$ cat src/rtl/capture_byte_serializer.sv
// ============================================================================
// Module   : capture_byte_serializer
// Summary  : Drains one capture from the first-stage FIFO and emits its words
//            MSB-first as a valid/ready byte stream. Optional CAPTURE_HEADER_EN
//            prefixes each capture with 0xA5, 0x5A and the word count.
// Revision : 1.0 - initial release
// ============================================================================
`default_nettype none

module capture_byte_serializer #(
  parameter int WORDS_PER_CAPTURE = 128,
  parameter int VALID_TIMEOUT     = 16,
  parameter int CNT_W             = 8
) (
  input  logic        SysClk,
  input  logic        ResetN,
  input  logic [31:0] DataIn,
  input  logic        DataValid,
  input  logic        DataReady,
  output logic        RdEn,
  output logic [7:0]  ByteOut,
  output logic        ByteValid,
  input  logic        ByteReady,
  output logic        Busy,
  output logic        CaptureDone,
  output logic        TimeoutErr
);

  localparam int              TO_W           = $clog2(VALID_TIMEOUT + 1);
  localparam logic [CNT_W-1:0] C_WORDS       = CNT_W'(WORDS_PER_CAPTURE);
  localparam logic [TO_W-1:0]  C_TIMEOUT_LAST = TO_W'(VALID_TIMEOUT - 1);

`ifdef CAPTURE_HEADER_EN
  localparam logic [7:0] C_HDR_LEN = 8'(WORDS_PER_CAPTURE);

  typedef enum logic [5:0] {
    S_IDLE         = 6'b000001,
    S_HEADER       = 6'b000010,
    S_READ         = 6'b000100,
    S_WAIT_VALID   = 6'b001000,
    S_SEND         = 6'b010000,
    S_WAIT_RELEASE = 6'b100000
  } state_t;
`else
  typedef enum logic [4:0] {
    S_IDLE         = 5'b00001,
    S_READ         = 5'b00010,
    S_WAIT_VALID   = 5'b00100,
    S_SEND         = 5'b01000,
    S_WAIT_RELEASE = 5'b10000
  } state_t;
`endif

  state_t           state_q, state_d;
  logic [CNT_W-1:0] wcnt_q, wcnt_d;
  logic [1:0]       bidx_q, bidx_d;
  logic [TO_W-1:0]  tcnt_q, tcnt_d;
  logic [31:0]      word_q, word_d;
  logic             done_q, done_d;

  logic             rden_w;
  logic             bvalid_w;
  logic [7:0]       bsel_w;
  logic             timeout_w;
  logic [CNT_W-1:0] wcnt_inc_w;

  assign wcnt_inc_w = wcnt_q + 1'b1;

  always_ff @(posedge SysClk or negedge ResetN) begin
    if (!ResetN) begin
      state_q <= S_IDLE;
      wcnt_q  <= '0;
      bidx_q  <= '0;
      tcnt_q  <= '0;
      word_q  <= '0;
      done_q  <= 1'b0;
    end else begin
      state_q <= state_d;
      wcnt_q  <= wcnt_d;
      bidx_q  <= bidx_d;
      tcnt_q  <= tcnt_d;
      word_q  <= word_d;
      done_q  <= done_d;
    end
  end

  always_comb begin
    state_d   = state_q;
    wcnt_d    = wcnt_q;
    bidx_d    = bidx_q;
    tcnt_d    = tcnt_q;
    word_d    = word_q;
    done_d    = 1'b0;
    rden_w    = 1'b0;
    bvalid_w  = 1'b0;
    bsel_w    = 8'h00;
    timeout_w = 1'b0;

    case (state_q)
      S_IDLE: begin
        if (DataReady) begin
          bidx_d  = 2'd0;
`ifdef CAPTURE_HEADER_EN
          state_d = S_HEADER;
`else
          state_d = S_READ;
`endif
        end
      end

`ifdef CAPTURE_HEADER_EN
      S_HEADER: begin
        bvalid_w = 1'b1;
        case (bidx_q)
          2'd0:    bsel_w = 8'hA5;
          2'd1:    bsel_w = 8'h5A;
          default: bsel_w = C_HDR_LEN;
        endcase
        if (ByteReady) begin
          if (bidx_q == 2'd2) begin
            bidx_d  = 2'd0;
            state_d = S_READ;
          end else begin
            bidx_d = bidx_q + 2'd1;
          end
        end
      end
`endif

      S_READ: begin
        rden_w  = 1'b1;
        tcnt_d  = '0;
        state_d = S_WAIT_VALID;
      end

      S_WAIT_VALID: begin
        if (DataValid) begin
          word_d  = DataIn;
          bidx_d  = 2'd0;
          state_d = S_SEND;
        end else if (tcnt_q == C_TIMEOUT_LAST) begin
          // Capture abandoned; still wait for the upstream flag to drop.
          timeout_w = 1'b1;
          tcnt_d    = tcnt_q + 1'b1;
          state_d   = S_WAIT_RELEASE;
        end else begin
          tcnt_d = tcnt_q + 1'b1;
        end
      end

      S_SEND: begin
        bvalid_w = 1'b1;
        case (bidx_q)
          2'd0:    bsel_w = word_q[31:24];
          2'd1:    bsel_w = word_q[23:16];
          2'd2:    bsel_w = word_q[15:8];
          default: bsel_w = word_q[7:0];
        endcase
        if (ByteReady) begin
          if (bidx_q == 2'd3) begin
            bidx_d = 2'd0;
            wcnt_d = wcnt_inc_w;
            if (wcnt_inc_w == C_WORDS) begin
              done_d  = 1'b1;
              state_d = S_WAIT_RELEASE;
            end else begin
              state_d = S_READ;
            end
          end else begin
            bidx_d = bidx_q + 2'd1;
          end
        end
      end

      S_WAIT_RELEASE: begin
        if (!DataReady) begin
          wcnt_d  = '0;
          state_d = S_IDLE;
        end
      end

      default: state_d = S_IDLE;
    endcase
  end

  assign RdEn        = rden_w;
  assign ByteValid   = bvalid_w;
  assign ByteOut     = bsel_w;
  assign Busy        = (state_q != S_IDLE);
  assign CaptureDone = done_q;
  assign TimeoutErr  = timeout_w;

endmodule

`default_nettype wire

$ cat config.mk
export PLATFORM = sky130hd
export DESIGN_NAME = capture_byte_serializer
export DESIGN_NICKNAME = d
export VERILOG_FILES = /design/src/rtl/capture_byte_serializer.sv
export SDC_FILE = /design/constraint.sdc
export NUM_CORES = 1
export LEC_CHECK = 0
export BUFFER_PORTS_ARGS = -buffer_cell sky130_fd_sc_hd__buf_2
export CELL_PAD_IN_SITES_DETAIL_PLACEMENT = 1
export CELL_PAD_IN_SITES_GLOBAL_PLACEMENT = 1
export CORE_MARGIN = 3
export CORE_UTILIZATION = 35
export CTS_CLUSTER_SIZE = 40
export DETAILED_ROUTE_END_ITERATION = 7
export PLACE_DENSITY = 0.73
export SYNTH_ARGS = -nofsm -noshare
export SYNTH_HDL_FRONTEND = slang
export SYNTH_SLANG_ARGS = --single-unit
$ cat constraint.sdc
create_clock -name SysClk -period 3.85 [get_ports SysClk]
set_clock_uncertainty 0.15 [all_clocks]
set_input_delay 0.77 -clock SysClk [delete_from_list [all_inputs] [get_ports SysClk]]
set_output_delay 0.77 -clock SysClk [all_outputs]
set_load 0.005 [all_outputs]
Word level (Yosys, flattened, before mapping) --
Index checks and enable logic that the tools add are counted.
Operators by class: add/sub/neg operators 3, equal/unequal tests 18, mux-type cells 30, reduce and logical (&&, ||, !) cells 9
Operator list (count):
- $mux 5 | 8
- $mux 8 | 4
- $pmux 5 s5 | 1
- $pmux 8 s3 | 1
- $pmux 8 s2 | 1
- $ne 2x2->1 const B | 6
- $eq 5x4->1 const B | 2
- $pmux 5 s2 | 1
- $mux 1 | 9
- $add 8x1->8 const B | 1
- $eq 8x8->1 const B | 1
- $mux 2 | 4
- $reduce_and 4->1 | 2
- $pmux 2 s3 | 1
- $add 5x1->5 const B | 1
- $eq 5x1->1 const B | 1
- $eq 5x2->1 const B | 1
- $eq 5x3->1 const B | 1
- $eq 5x5->1 const B | 1
- $ne 5x1->1 const B | 1
- $reduce_and 5->1 | 1
- $eq 2x2->1 const B | 2
- $reduce_and 2->1 | 2
- $reduce_bool 2->1 | 2
- other kinds (5) | 5
Word-level totals: register bits after elaboration 53, bits of input ports 37, output and inout bits 13, logic and storage cells 66

Logic depth before layout (Yosys ltp) --
word-level depth 6, depth in mapped cells 7

Least setup slack after synthesis --
Ideal clock, no wire load.
kind flip-flop to output port, start register state_q[3], end output TimeoutErr, arrival time 1.487 ns, required time 2.930 ns, path slack 1.443 ns, stages on the path, launching flop included 6, path buffers 2, cells stage by stage dfrtp_1 -> or3_1 -> buf_2 -> or3_1 -> buf_6 -> nor2_1
Between the ends: longest elaborated chain between the ends 2
Ends and longest elaborated chain:
- from (decl) | RTL line 54 | state_t state_q, state_d;
- from (signal assigned) | RTL line 78 | state_q <= state_d;
- $eq 5x3->1 | RTL line 99 | case (state_q)
- $mux 1 | RTL line 99
- to (decl) | RTL line 26 | output logic TimeoutErr
Every way passes these cells.

Final worst setup path --
Ends and elaborated chain as after synthesis.

==> flow_summary.toml <==
[drt]
vias_per_cell = 5.27
drt-wirelength-per-cell_um = 16.1
first_iter_violations = 119
firstDrtPassIters = 5
drc = 0
vias = 2014
wirelength_mm = 6.15
ant_nets = 0

[sta]
worst_slew_pin_slew_ns = 0.759
timing.hold.ws_ns = 0.361
timing.final.ws_setup_ns = 0.925
setup_tns_ns = 0
max_freq_ghz = 0.342
slew_viol_final = 0
setup_viol = 0
fin_crit_ns = 2.92
period_share_pct = 76.0
max_slew_margin_pct = 49.4
final_hold_viol_count = 0
rsz0062_at_grt = "false"

[global_route]
first_global_vias = 1993
grt_max_degree = 34
grt_first_pass_wirelength_mm = 10.1
grt_overflow_total = 0
antenna_found_initial = 0
track_usage_pct = 15.0

[logic_synthesis]
syn_area_per_cell_um2 = 10.9
ys_ff_latch = 53
syn_inst = 239
synth_cell_types = 39
yosys_warnings = 0
syn-cell-area_um2 = 2600
synthTopCellsByCount = "52 x dfrtp_1, 34 x mux2_2, 24 x nor2_1"
syn_nets = 284
async_flop_share_pct = 100
synth_edf_count = 0
yosysSeqAreaShare_pct = 51.0
synth_most_common_cell = "dfrtp_1"
ys_top_cells_by_area = "dfrtp_1 50%, mux2_2 15%, ha_1 3.8%, a222oi_1 3.5%, nor2_1 3.5%"
synth_top_area_share_pct = 50.0
synth_top_area_cell = "dfrtp_1"
ys.flop_type = "dfrtp_1"

[pwr]
p_leak_nw = 1.48
p_switching_mw = 0.570
seq_power_share_pct = 51.6
pwr-share-comb_pct = 29.1
clkPwrFrac_pct = 19.3
swShare_pct = 33.1
p_int_mw = 1.15
irDropWorstVdd_uv = 164
p_per_area_nw_per_um2 = 569

[floorplan]
row_count = 30
die_w_um = 92.3
die_h_um = 92.3
start_util_pct = 37.1
fp.dieArea_um2 = 8510
coreArea_um2 = 7020
ios = 50

[worst_setup_path]
crit_type = "register to output pin"
critPathMostFrequentCell = "or3_1"
worst_path_max_delay_cell = "or3_1"
path_cells = "or3_1, or3_1, nor2_1, buf_2"
crit_arrival_ns = 2.00
crit_fanout = 10
startpoint_type = "register"
slowest_delay_ns = 0.53
end_kind = "output pin"
crit_required_ns = 2.93

[finish]
antenna_cells = 0
drive_gt1_share_pct = 33.6
postLayoutCoreUtil_pct = 43.1
nNetsFinal = 330
instances_no_fill = 382
area_growth_pct = 16.1

[clock_network]
cts_tree = "yes"
clock_latency_ns = 0.31
cts_setup_buffers = 0
cts_inserted_buffers = 5
h-tree-depth = 2
cts_hold_buf = 0
clock_path_buffers = 2
cts.sinks = 53
clockRootBuffer = "clkbuf_8"
cts_resized = 0
clk_pin_slew_ns = 0.10

[placed_design]
post-place-ws_ns = 1.28
dp_hpwl_mm = 4.55
dp_cells = 374
place_congestion = 0.796
io_buffers = 49

[status]
outcome = "finished, final reports clean"

[run]
cap_violations = 0

[min_path]
hold_path.class = "primary input to asynchronous set/reset pin"
[cell usage in the layout, fill, tap and decap left out, types with 2 or more instances in the layout]
master    synthesis  routed
o211ai_1          2       2
xor2_1            2       2
xnor2_1           3       3
nor4b_1           2       2
nor2_1           24      24
o21ai_0          11      11
dfrtp_1          52      52
buf_4             0       2
clkbuf_8          0       5
nand3_1          11      11
ha_1              8       8
nand2_1          17      17
nand2b_1          2       2
a22o_1            4       4
and3_1            2       2
nor3_1            7       7
a21oi_1          11      11
or3_1             3       3
mux2_2           34      34
inv_1             7       7
buf_2             1      49
a222oi_1          9       9
[layer usage]
| metal | part of all wire [%] | GRT usage, % | vias up |
|---|---|---|---|
| met5 | 0 | 0 | - |
| met4 | 1.7 | 5.07 | 0 |
| met3 | 4.3 | 2.95 | 9 |
| met2 | 46 | 23.8 | 43 |
| met1 | 48 | 20.4 | 1008 |
| li1 | - | - | 954 |
[worst max-delay path: cells and delay by family, from the launching register on]
| kind | cells | cell delay (ns) |
|---|---|---|
| buffers and inverters | 1 | 0.12 |
| DFF | 1 | 0.45 |
| and+or+nand+nor | 3 | 1.12 |
[final timing paths]
check                              to  slack, ns       start  cells after the start
max                        TimeoutErr       0.93  state_q[3]                      4
min                         tcnt_q[0]       0.36      ResetN                      1
max reg2reg                state_q[1]       1.38   bidx_q[0]                      5
min reg2reg                 tcnt_q[4]       0.37   tcnt_q[4]                      2
max in group asynchronous   bidx_q[0]       2.41      ResetN                      2
min in group SysClk         tcnt_q[4]       0.37   tcnt_q[4]                      2
[cell families (layout without fill, tap and decap cells)]
kind of cell / after synthesis / in the layout / synth area share, %
AND/OR/NAND/NOR: 75 / 75 / 13.6
flip-flops: 53 / 53 / 51.0
AO/OA/AOI/OAI: 44 / 44 / 11.7
multiplexers: 35 / 35 / 15.1
buffers and inverters: 19 / 66 / 3.08
adder cells (fa/ha/maj): 8 / 8 / 3.84
XOR/XNOR: 5 / 5 / 1.68
[registers in the layout, indices dropped and copies added (netlist names)]
register     count
wcnt_q           8
word_q          32
bidx_q           2
state_q          5
tcnt_q           5
CaptureDone      1
[power groups by stage]
stage                     clock network, mW  logic [mW]  registers, mW
after global placement                    0       0.484          0.896
after CTS                             0.339       0.510          0.885
after global routing                  0.361       0.568          0.909
after detailed placement                  0       0.505          0.896
after floorplan                           0       0.392          0.841
final                                 0.333       0.501          0.887
[cell type report]
type | count | area, um^2
Clock buffer | 5 | 68.8
Inverter | 7 | 26.3
Tap cell | 96 | 120
Clock inverter | 3 | 25.0
Multi-Input combinational cell | 167 | 1200
Timing Repair Buffer | 51 | 260
Sequential cell | 53 | 1330
Fill cell | 825 | 4000
[stage by stage]
| stage | power, mW | instance area (um^2) |
|---|---|---|
| 3_3_place_gp | 1.38 | 2930 |
| 3_5_place_dp | 1.40 | 2930 |
| 6_report | 1.72 | 3020 |
| 2_1_floorplan | 1.23 | 2600 |
| 5_1_grt | 1.84 | 3020 |
| 4_1_cts | 1.73 | 3020 |
(Power assumes the default switching activity.)
